===== src/rtl/load_store_unit_if.sv =====
// Core-request and memory-bus signals of the load/store unit, bundled as one interface.
// The unit connects through the slave modport; the core/memory environment uses master.
interface load_store_unit_if;
    logic        req_valid;
    logic        req_ready;
    logic        req_we;
    logic [2:0]  req_funct3;
    logic [31:0] req_addr;
    logic [31:0] req_wdata;
    logic        rsp_valid;
    logic [31:0] rsp_rdata;
    logic        rsp_fault;
    logic        mem_req;
    logic        mem_gnt;
    logic [31:0] mem_addr;
    logic        mem_we;
    logic [3:0]  mem_be;
    logic [31:0] mem_wdata;
    logic        mem_rvalid;
    logic [31:0] mem_rdata;

    modport slave (
        input  req_valid, req_we, req_funct3, req_addr, req_wdata,
               mem_gnt, mem_rvalid, mem_rdata,
        output req_ready, rsp_valid, rsp_rdata, rsp_fault,
               mem_req, mem_addr, mem_we, mem_be, mem_wdata
    );

    modport master (
        output req_valid, req_we, req_funct3, req_addr, req_wdata,
               mem_gnt, mem_rvalid, mem_rdata,
        input  req_ready, rsp_valid, rsp_rdata, rsp_fault,
               mem_req, mem_addr, mem_we, mem_be, mem_wdata
    );
endinterface


===== src/rtl/load_store_unit.sv =====
// Load/store unit: one outstanding B/HW/W access on a req/gnt/rvalid bus with a WAIT timeout.
// Macro LSU_MISALIGN_TRAP_EN: fault misaligned HW/W accesses instead of truncating the offset.
module load_store_unit #(
    parameter int unsigned TIMEOUT = 255
) (
    input logic              clk,
    input logic              rst_n,
    load_store_unit_if.slave bus
);
    typedef enum logic [1:0] {IDLE, REQ, WAIT, RESP} state_e;

`ifdef LSU_MISALIGN_TRAP_EN
    localparam bit TrapMisalign = 1'b1;
`else
    localparam bit TrapMisalign = 1'b0;
`endif
    localparam logic [15:0] TimeoutLast = 16'(TIMEOUT - 1);

    state_e      state_q;
    logic [15:0] cnt_q;
    logic        we_q;
    logic [2:0]  funct3_q;
    logic [31:0] addr_q;
    logic [31:0] wdata_q;
    logic        rsp_valid_q;
    logic        rsp_fault_q;
    logic [31:0] rsp_rdata_q;
    logic        mem_req_q;
    logic        mem_we_q;
    logic [3:0]  mem_be_q;

    function automatic logic is_illegal(input logic we, input logic [2:0] f3, input logic [1:0] a);
        logic bad_size;
        logic misaligned;
        case (f3)
            3'd0, 3'd1, 3'd2: bad_size = 1'b0;
            3'd4, 3'd5:       bad_size = we;
            default:          bad_size = 1'b1;
        endcase
        misaligned = ((f3[1:0] == 2'b01) && a[0]) || ((f3[1:0] == 2'b10) && (a != 2'b00));
        return bad_size || (TrapMisalign && misaligned);
    endfunction

    // Misaligned offset bits are dropped so a halfword stays in one half and a word uses all lanes.
    function automatic logic [1:0] lane_off(input logic [1:0] size, input logic [1:0] a);
        case (size)
            2'b00:   return a;
            2'b01:   return {a[1], 1'b0};
            default: return 2'b00;
        endcase
    endfunction

    function automatic logic [3:0] byte_en(input logic [1:0] size, input logic [1:0] a);
        case (size)
            2'b00:   return 4'b0001 << lane_off(size, a);
            2'b01:   return 4'b0011 << lane_off(size, a);
            default: return 4'b1111;
        endcase
    endfunction

    function automatic logic [31:0] store_lanes(input logic [1:0] size, input logic [31:0] d);
        case (size)
            2'b00:   return {4{d[7:0]}};
            2'b01:   return {2{d[15:0]}};
            default: return d;
        endcase
    endfunction

    function automatic logic [31:0] load_extract(input logic [2:0] f3, input logic [1:0] a,
                                                 input logic [31:0] d);
        logic [31:0] s;
        s = d >> {lane_off(f3[1:0], a), 3'b000};
        case (f3)
            3'd0:    return {{24{s[7]}}, s[7:0]};
            3'd1:    return {{16{s[15]}}, s[15:0]};
            3'd4:    return {24'd0, s[7:0]};
            3'd5:    return {16'd0, s[15:0]};
            default: return d;
        endcase
    endfunction

    assign bus.req_ready = (state_q == IDLE);
    assign bus.rsp_valid = rsp_valid_q;
    assign bus.rsp_fault = rsp_fault_q;
    assign bus.rsp_rdata = rsp_rdata_q;
    assign bus.mem_req   = mem_req_q;
    assign bus.mem_we    = mem_we_q;
    assign bus.mem_be    = mem_be_q;
    assign bus.mem_addr  = {addr_q[31:2], 2'b00};
    assign bus.mem_wdata = store_lanes(funct3_q[1:0], wdata_q);

    // rsp_valid is set only on the transition into RESP, so it lasts exactly that one cycle.
    always_ff @(posedge clk or negedge rst_n) begin
        if (!rst_n) begin
            state_q     <= IDLE;
            cnt_q       <= '0;
            we_q        <= 1'b0;
            funct3_q    <= '0;
            addr_q      <= '0;
            wdata_q     <= '0;
            rsp_valid_q <= 1'b0;
            rsp_fault_q <= 1'b0;
            rsp_rdata_q <= '0;
            mem_req_q   <= 1'b0;
            mem_we_q    <= 1'b0;
            mem_be_q    <= '0;
        end else begin
            rsp_valid_q <= 1'b0;
            case (state_q)
                IDLE: begin
                    if (bus.req_valid) begin
                        we_q     <= bus.req_we;
                        funct3_q <= bus.req_funct3;
                        addr_q   <= bus.req_addr;
                        wdata_q  <= bus.req_wdata;
                        if (is_illegal(bus.req_we, bus.req_funct3, bus.req_addr[1:0])) begin
                            state_q     <= RESP;
                            rsp_valid_q <= 1'b1;
                            rsp_fault_q <= 1'b1;
                        end else begin
                            state_q   <= REQ;
                            mem_req_q <= 1'b1;
                            mem_we_q  <= bus.req_we;
                            mem_be_q  <= byte_en(bus.req_funct3[1:0], bus.req_addr[1:0]);
                        end
                    end
                end
                REQ: begin
                    if (bus.mem_gnt) begin
                        mem_req_q <= 1'b0;
                        mem_we_q  <= 1'b0;
                        mem_be_q  <= '0;
                        if (we_q) begin
                            state_q     <= RESP;
                            rsp_valid_q <= 1'b1;
                        end else begin
                            state_q <= WAIT;
                            cnt_q   <= '0;
                        end
                    end
                end
                WAIT: begin
                    if (bus.mem_rvalid) begin
                        state_q     <= RESP;
                        rsp_valid_q <= 1'b1;
                        rsp_rdata_q <= load_extract(funct3_q, addr_q[1:0], bus.mem_rdata);
                    end else if (cnt_q == TimeoutLast) begin
                        state_q     <= RESP;
                        rsp_valid_q <= 1'b1;
                        rsp_fault_q <= 1'b1;
                    end else begin
                        cnt_q <= cnt_q + 16'd1;
                    end
                end
                RESP: begin
                    state_q     <= IDLE;
                    rsp_fault_q <= 1'b0;
                    rsp_rdata_q <= '0;
                end
                default: state_q <= IDLE;
            endcase
        end
    end
endmodule


===== src/flat_wrapper.sv =====
// flat-port wrapper written by rule: the top's interface ports become plain ports
module load_store_unit_flat 
#(
    parameter int unsigned TIMEOUT = 255
)
  (clk, rst_n, bus_req_valid, bus_req_we, bus_req_funct3, bus_req_addr, bus_req_wdata, bus_mem_gnt, bus_mem_rvalid, bus_mem_rdata, bus_req_ready, bus_rsp_valid, bus_rsp_rdata, bus_rsp_fault, bus_mem_req, bus_mem_addr, bus_mem_we, bus_mem_be, bus_mem_wdata);
  load_store_unit_if bus_i ();
  input logic clk;
  input logic rst_n;
  input wire logic [$bits(bus_i.req_valid)-1:0] bus_req_valid;
  input wire logic [$bits(bus_i.req_we)-1:0] bus_req_we;
  input wire logic [$bits(bus_i.req_funct3)-1:0] bus_req_funct3;
  input wire logic [$bits(bus_i.req_addr)-1:0] bus_req_addr;
  input wire logic [$bits(bus_i.req_wdata)-1:0] bus_req_wdata;
  input wire logic [$bits(bus_i.mem_gnt)-1:0] bus_mem_gnt;
  input wire logic [$bits(bus_i.mem_rvalid)-1:0] bus_mem_rvalid;
  input wire logic [$bits(bus_i.mem_rdata)-1:0] bus_mem_rdata;
  output wire logic [$bits(bus_i.req_ready)-1:0] bus_req_ready;
  output wire logic [$bits(bus_i.rsp_valid)-1:0] bus_rsp_valid;
  output wire logic [$bits(bus_i.rsp_rdata)-1:0] bus_rsp_rdata;
  output wire logic [$bits(bus_i.rsp_fault)-1:0] bus_rsp_fault;
  output wire logic [$bits(bus_i.mem_req)-1:0] bus_mem_req;
  output wire logic [$bits(bus_i.mem_addr)-1:0] bus_mem_addr;
  output wire logic [$bits(bus_i.mem_we)-1:0] bus_mem_we;
  output wire logic [$bits(bus_i.mem_be)-1:0] bus_mem_be;
  output wire logic [$bits(bus_i.mem_wdata)-1:0] bus_mem_wdata;
  assign bus_i.req_valid = bus_req_valid;
  assign bus_i.req_we = bus_req_we;
  assign bus_i.req_funct3 = bus_req_funct3;
  assign bus_i.req_addr = bus_req_addr;
  assign bus_i.req_wdata = bus_req_wdata;
  assign bus_i.mem_gnt = bus_mem_gnt;
  assign bus_i.mem_rvalid = bus_mem_rvalid;
  assign bus_i.mem_rdata = bus_mem_rdata;
  assign bus_req_ready = bus_i.req_ready;
  assign bus_rsp_valid = bus_i.rsp_valid;
  assign bus_rsp_rdata = bus_i.rsp_rdata;
  assign bus_rsp_fault = bus_i.rsp_fault;
  assign bus_mem_req = bus_i.mem_req;
  assign bus_mem_addr = bus_i.mem_addr;
  assign bus_mem_we = bus_i.mem_we;
  assign bus_mem_be = bus_i.mem_be;
  assign bus_mem_wdata = bus_i.mem_wdata;
  load_store_unit #(.TIMEOUT(TIMEOUT)) u_core (.clk(clk), .rst_n(rst_n), .bus(bus_i));
endmodule

===== config.mk =====
export PLATFORM = sky130hd
export DESIGN_NAME = load_store_unit_flat
export DESIGN_NICKNAME = d
export VERILOG_FILES = /design/src/rtl/load_store_unit_if.sv /design/src/rtl/load_store_unit.sv /design/src/flat_wrapper.sv
export SDC_FILE = /design/constraint.sdc
export NUM_CORES = 1
export LEC_CHECK = 0
export BUFFER_PORTS_ARGS = -buffer_cell sky130_fd_sc_hd__buf_2
export CAP_MARGIN = 20
export CORE_ASPECT_RATIO = 1.25
export CORE_UTILIZATION = 44
export CTS_CLUSTER_DIAMETER = 60
export DETAILED_ROUTE_END_ITERATION = 12
export MAX_ROUTING_LAYER = met4
export PLACE_DENSITY = 0.75
export SETUP_SLACK_MARGIN = 0.5
export SLEW_MARGIN = 20
export SYNTH_ARGS = -nofsm -noshare
export SYNTH_HDL_FRONTEND = slang
export SYNTH_SLANG_ARGS = --single-unit

===== constraint.sdc =====
create_clock -name clk -period 2 [get_ports clk]
set_input_delay 0.2 -clock clk [delete_from_list [all_inputs] [get_ports clk]]
set_output_delay 0.2 -clock clk [all_outputs]
set_load 0.1 [all_outputs]

After elaboration in Yosys (flattened, before gate mapping)
Cells that the tools add are included.
- word-level logic and storage cells: 110
- output and inout bits: 105
- input port bits: 105
- register bits after elaboration: 126
- add/subtract/negate cells: 1
- reduce and logical (&&, ||, !) cells: 17
- shifts and indexed selects: 3
- eq/ne operators: 23
- muxes and demuxes: 54
- operator list (kind ; number):
    case mux 32 bit (2 select lines) ; 2
    case mux 32 bit (4 select lines) ; 1
    two-way mux 16 bit ; 4
    two-way mux 32 bit ; 1
    case mux 16 bit (2 select lines) ; 1
    right shift 32 x 5 -> 16 bit ; 1
    two-way mux 2 bit ; 15
    two-way mux 1 bit ; 18
    adder 16 x 1 -> 16 bit (second input constant) ; 1
    == test 16 x 8 -> 1 bit (second input constant) ; 1
    case mux 4 bit (2 select lines) ; 2
    inequality test 2 bit (second input constant) ; 7
    == test 3 bit (second input constant) ; 4
    two-way mux 4 bit ; 3
    AND reduction 5 bit ; 2
    case mux 2 bit (4 select lines) ; 1
    == test 2 x 1 -> 1 bit (second input constant) ; 3
    == test 3 x 1 -> 1 bit (second input constant) ; 2
    logical NOT 2 bit ; 3
    logical NOT 3 bit ; 2
    case mux 1 bit (2 select lines) ; 3
    case mux 1 bit (3 select lines) ; 2
    nonzero test 2 bit ; 3
    == test 2 bit (second input constant) ; 2
    other kinds (12) ; 14

Longest topological paths before layout
- word-level depth: 13
- depth in mapped cells: 8
- depth with buffers taken out: 6

Least setup slack after synthesis
OpenSTA, ideal clock, no wires.
- path type: register to output
- start point: register u_core.funct3_q[1]
- end point: output bus_mem_wdata[25]
- setup slack: -1439 ps
- buffers on the path: 4
- stages on the path, launching flop included: 6
- required time: 1800 ps
- arrival time: 3239 ps
- cells stage by stage: dfrtp_1 -> buf_2 -> clkbuf_1 -> buf_2 -> clkbuf_1 -> o21ai_0
- word-level cells in the longest chain between the ends: 2
- elaborated cells between the ends (all ways): 3
- those cells by class: eq/ne: 1; mux: 1; reduce/logical: 1
- RTL lines (element ; line ; source):
    start, declared ; load_store_unit.sv:22 ; logic [2:0] funct3_q;
    start signal, assigned ; load_store_unit.sv:113 ; funct3_q <= bus.req_funct3;
    == test 2 x 1 -> 1 bit / logical NOT 2 bit (equally long branches) ; load_store_unit.sv:62 ; case (size)
    case mux 32 bit (2 select lines) (*) ; load_store_unit.sv:62 ;
    end, declared ; flat_wrapper.sv:26 ; output wire logic [$bits(bus_i.mem_wdata)-1:0] bus_mem_wdata;
Mark *: on every way between the ends. The rest lies on a longest branch, timed or not.

Worst setup path in the final report
- start point: register u_core.state_q[0]
- end point: register u_core.cnt_q[7]
- word-level cells in the longest chain between the ends: 3
- elaborated cells between the ends (all ways): 9
- those cells by class: eq/ne: 6; mux: 1; reduce/logical: 2
- RTL lines (element ; line ; source):
    start, declared ; load_store_unit.sv:19 ; state_e state_q;
    start signal, assigned ; load_store_unit.sv:95 ; state_q <= IDLE;
    start signal, assigned ; load_store_unit.sv:117 ; state_q <= RESP;
    start signal, assigned ; load_store_unit.sv:121 ; state_q <= REQ;
    == test 2 bit / == test 2 x 1 -> 1 bit (equally long branches) ; load_store_unit.sv:109 ; case (state_q)
    inequality test 2 bit (no line) / nonzero test 2 bit (equally long branches) ; - ;
    AND reduction 5 bit (no line) ; - ;
    end signal, assigned ; load_store_unit.sv:152 ; cnt_q <= cnt_q + 16'd1;
    end, declared ; load_store_unit.sv:20 ; logic [15:0] cnt_q;
Several ways; a longest one is shown, not always the timed one.
A chain may end at the register's enable or synchronous reset.

==> flow_metrics.py <==
metrics = {
    "timing": {
        "slew_headroom": 0.5191,
        "final_hold_viol_count": 1,
        "setup_ws_ns": -0.08417,
        "fmax_mhz": 479.8,
        "finalClockSkew_ns": 0.01341,
        "rsz0062_at_grt": "true",
        "setup_viol": 2,
        "min_period_over_period": 1.042,
        "tightest_slew_ns": 0.7186,
        "whs_ns": -0.001542,
        "drv_slew": 0,
        "min_period_ns": 2.084,
        "tns_ns": -0.09831,
    },
    "synth": {
        "yosysSeqAreaShare": 0.4458,
        "ys.flop_type": "dfrtp_1",
        "syn_avg_cell_area_um2": 10.64,
        "synthesis.area_mm2": 0.007073,
        "syn_inst": 665,
        "ys_ff_latch": 126,
        "yosys_warnings": 0,
        "synth-edff-count": 0,
        "yosysUniqueCellTypes": 61,
        "async_reset_ff_frac": 1.000,
    },
    "routing": {
        "vias": 7193,
        "remaining_drc_errors": 0,
        "vias_per_cell": 5.969,
        "wl_um": 27120,
        "wire_per_inst_um": 22.50,
        "drt_first_pass_iters": 5,
        "ant_nets": 0,
        "first_iter_violations": 714,
    },
    "worst_setup_path": {
        "crit_path_max_fanout": 4,
        "cp-start-kind": "register",
        "r2r-end": "u_core.cnt_q[7]$_DFFE_PN0P_",
        "path_cells": "inv_2 > ha_4 > a21boi_4 > buf_4 > buf_4 > o2111ai_2 > o311ai_1 > o41ai_1",
        "crit_type": "reg -> reg",
        "slowest_stage": "dfrtp_1",
        "cpPeakStageDelay_ns": 0.41,
        "crit_required_ns": 2.29,
        "critPathArrivalTime_ns": 2.37,
        "cp_common_cell": "buf_4",
        "r2r_start": "u_core.state_q[0]$_DFFE_PN0P_",
        "rrSetupSlack_ns": -0.08,
        "reg2reg_depth": 8,
        "crit_path_end_kind": "register",
    },
    "place": {
        "portBuffers": 207,
        "hpwl_um": 13450,
        "gp_congestion": 0.8957,
    },
    "grt": {
        "use_met1": 0.3576,
        "antenna_found_initial": 0,
        "grt_first_pass_wirelength_um": 38290,
        "use_met3": 0.04977,
        "overflow": 0,
        "grt_pass1_vias": 7013,
        "gr-usage-met2": 0.5512,
        "grt.busiest_layer": "met2",
        "grt.total_usage": 0.3174,
        "grt_max_degree": 67,
    },
    "hold_path": {
        "min_delay_worst_endpoint": "u_core.wdata_q[10]$_DFFE_PN0P_",
        "min_path_cells": 2,
        "hold_class": "in -> reg",
        "worst_hold_startpoint": "bus_req_wdata[10]",
    },
    "clock_network": {
        "worstSkewPairLatency_ns": 0.43,
        "cts_buffers": 17,
        "clk_pin_slew_worst_paths_ns": 0.07,
        "cts.sinks": 126,
        "root_buffer": "clkbuf_16",
        "tritoncts": "yes",
        "clockBufferDepth": 2,
        "h-tree-depth": 4,
    },
    "floorplan": {
        "rows": 51,
        "die_w_um": 115.4,
        "pin_count": 210,
        "start_util": 0.4524,
        "dieArea_mm2": 0.01659,
        "die_h_um": 143.8,
        "core-area_mm2": 0.01563,
    },
    "run_status": {
        "run_status": "finished, violations left",
        "violations": "negative hold slack, negative setup slack",
    },
    "finish": {
        "area.sequential_mm2": 0.003158,
        "layout_commonest_cell": "buf_2",
        "mostFrequentLayoutCells": "buf_2 (173), dfrtp_1 (122), mux2_2 (68), buf_4 (63), nand2_1 (50)",
        "multiInputGateArea_mm2": 0.004339,
        "fin_util": 0.7738,
        "nets": 1090,
        "layout-drive-gt1-share": 0.6169,
        "num-fill-cells": 900,
        "syn2layout_area_growth_pct": 71.04,
    },
    "job": {
        "cap_viol_max_count": 0,
    },
}
-- sequential cells by signal, indices dropped and copies added (netlist names), 2 cells and up --
name / cells
u_core.funct3_q: 3
u_core.cnt_q: 16
u_core.state_q: 2
u_core.bus.rsp_rdata: 32
u_core.bus.mem_be: 4
u_core.wdata_q: 32
u_core.addr_q: 32
-- through the flow --
stage	cells	area (µm²)	setup WS [ns]
2_1_floorplan	666	7450	0.09747
3_3_place_gp	1029	8663	0.06439
3_5_place_dp	1029	8667	-0.0005898
4_1_cts	1171	11260	0.05245
5_1_grt	1204	12100	-0.1432
6_report	1205	12100	-0.08417
-- worst max-delay path by stage --
| stage | from | end | slack, ns | depth (start not counted) |
|---|---|---|---|---|
| after floorplan | u_core.state_q[0]$_DFFE_PN0P_ | u_core.cnt_q[13]$_DFFE_PN0P_ | 0.1 | 8 |
| after global placement | u_core.state_q[0]$_DFFE_PN0P_ | u_core.cnt_q[13]$_DFFE_PN0P_ | 0.06 | 6 |
| after detailed placement | u_core.state_q[0]$_DFFE_PN0P_ | u_core.cnt_q[13]$_DFFE_PN0P_ | -0.0006 | 6 |
| after CTS | u_core.funct3_q[1]$_DFFE_PN0P_ | bus_mem_wdata[10] | 0.05 | 5 |
| after global routing | u_core.state_q[0]$_DFFE_PN0P_ | u_core.cnt_q[7]$_DFFE_PN0P_ | -0.14 | 8 |
| final | u_core.state_q[0]$_DFFE_PN0P_ | u_core.cnt_q[7]$_DFFE_PN0P_ | -0.08 | 8 |
-- per-layer routing --
metal / vias to the layer above / part of all wire / routed length (µm)
li1: 3070 / - / -
met1: 3580 / 0.36 / 9829
met2: 419 / 0.52 / 14240
met3: 124 / 0.064 / 1726
met4: 0 / 0.049 / 1323
met5: - / 0 / 0
-- cell type report --
class | count | share of cell area
repair buffers | 374 | 0.3032
flip-flops and latches | 126 | 0.2610
inverters | 19 | 0.006102
well taps | 212 | 0.02193
diodes | 1 | 0.0002068
clock buffers | 19 | 0.03744
clock inverters | 13 | 0.01138
multi-input cells | 441 | 0.3587
-- logic make-up (layout without fill, tap and decap cells) --
logic type,Yosys count,count (layout),synth area share
simple gates,172,175,0.1295
other cells,1,3,0.0005302
compound gates,148,149,0.1599
mux,109,109,0.1709
fa+ha+maj,6,6,0.01061
flops,126,126,0.4458
buf+inv,103,425,0.08279
-- critical path: cells and delay by family (launching register included) --
family                     cells  cell delay [ns]
buffers and inverters          3             0.31
adders and majority gates      1             0.28
AOI/OAI and AO/OA              4             0.93
DFF                            1             0.41
-- Yosys cell counts (18+ instances only) --
cell type,instances,share of area
nor2b_1,20,0.018
nand2_1,56,0.030
nor3_1,21,0.015
o21ai_0,29,0.021
a21oi_1,19,0.013
inv_1,19,0.010
mux2_2,94,0.15
o31ai_1,21,0.022
clkbuf_1,24,0.013
a32oi_1,18,0.022
buf_4,40,0.042
dfrtp_1,126,0.45
-- timing repair --
item	CTS	global route
hold endpoints to repair	46	3
cloned	22	6
pin swaps	38	25
setup buffers	66	24
setup endpoints to repair	155	152
resized for setup	167	89
hold buffers	22	3
Power is left out: the tool's default activity adds up to more than one toggle a clock period on the data nets, which glitch-free logic cannot reach.
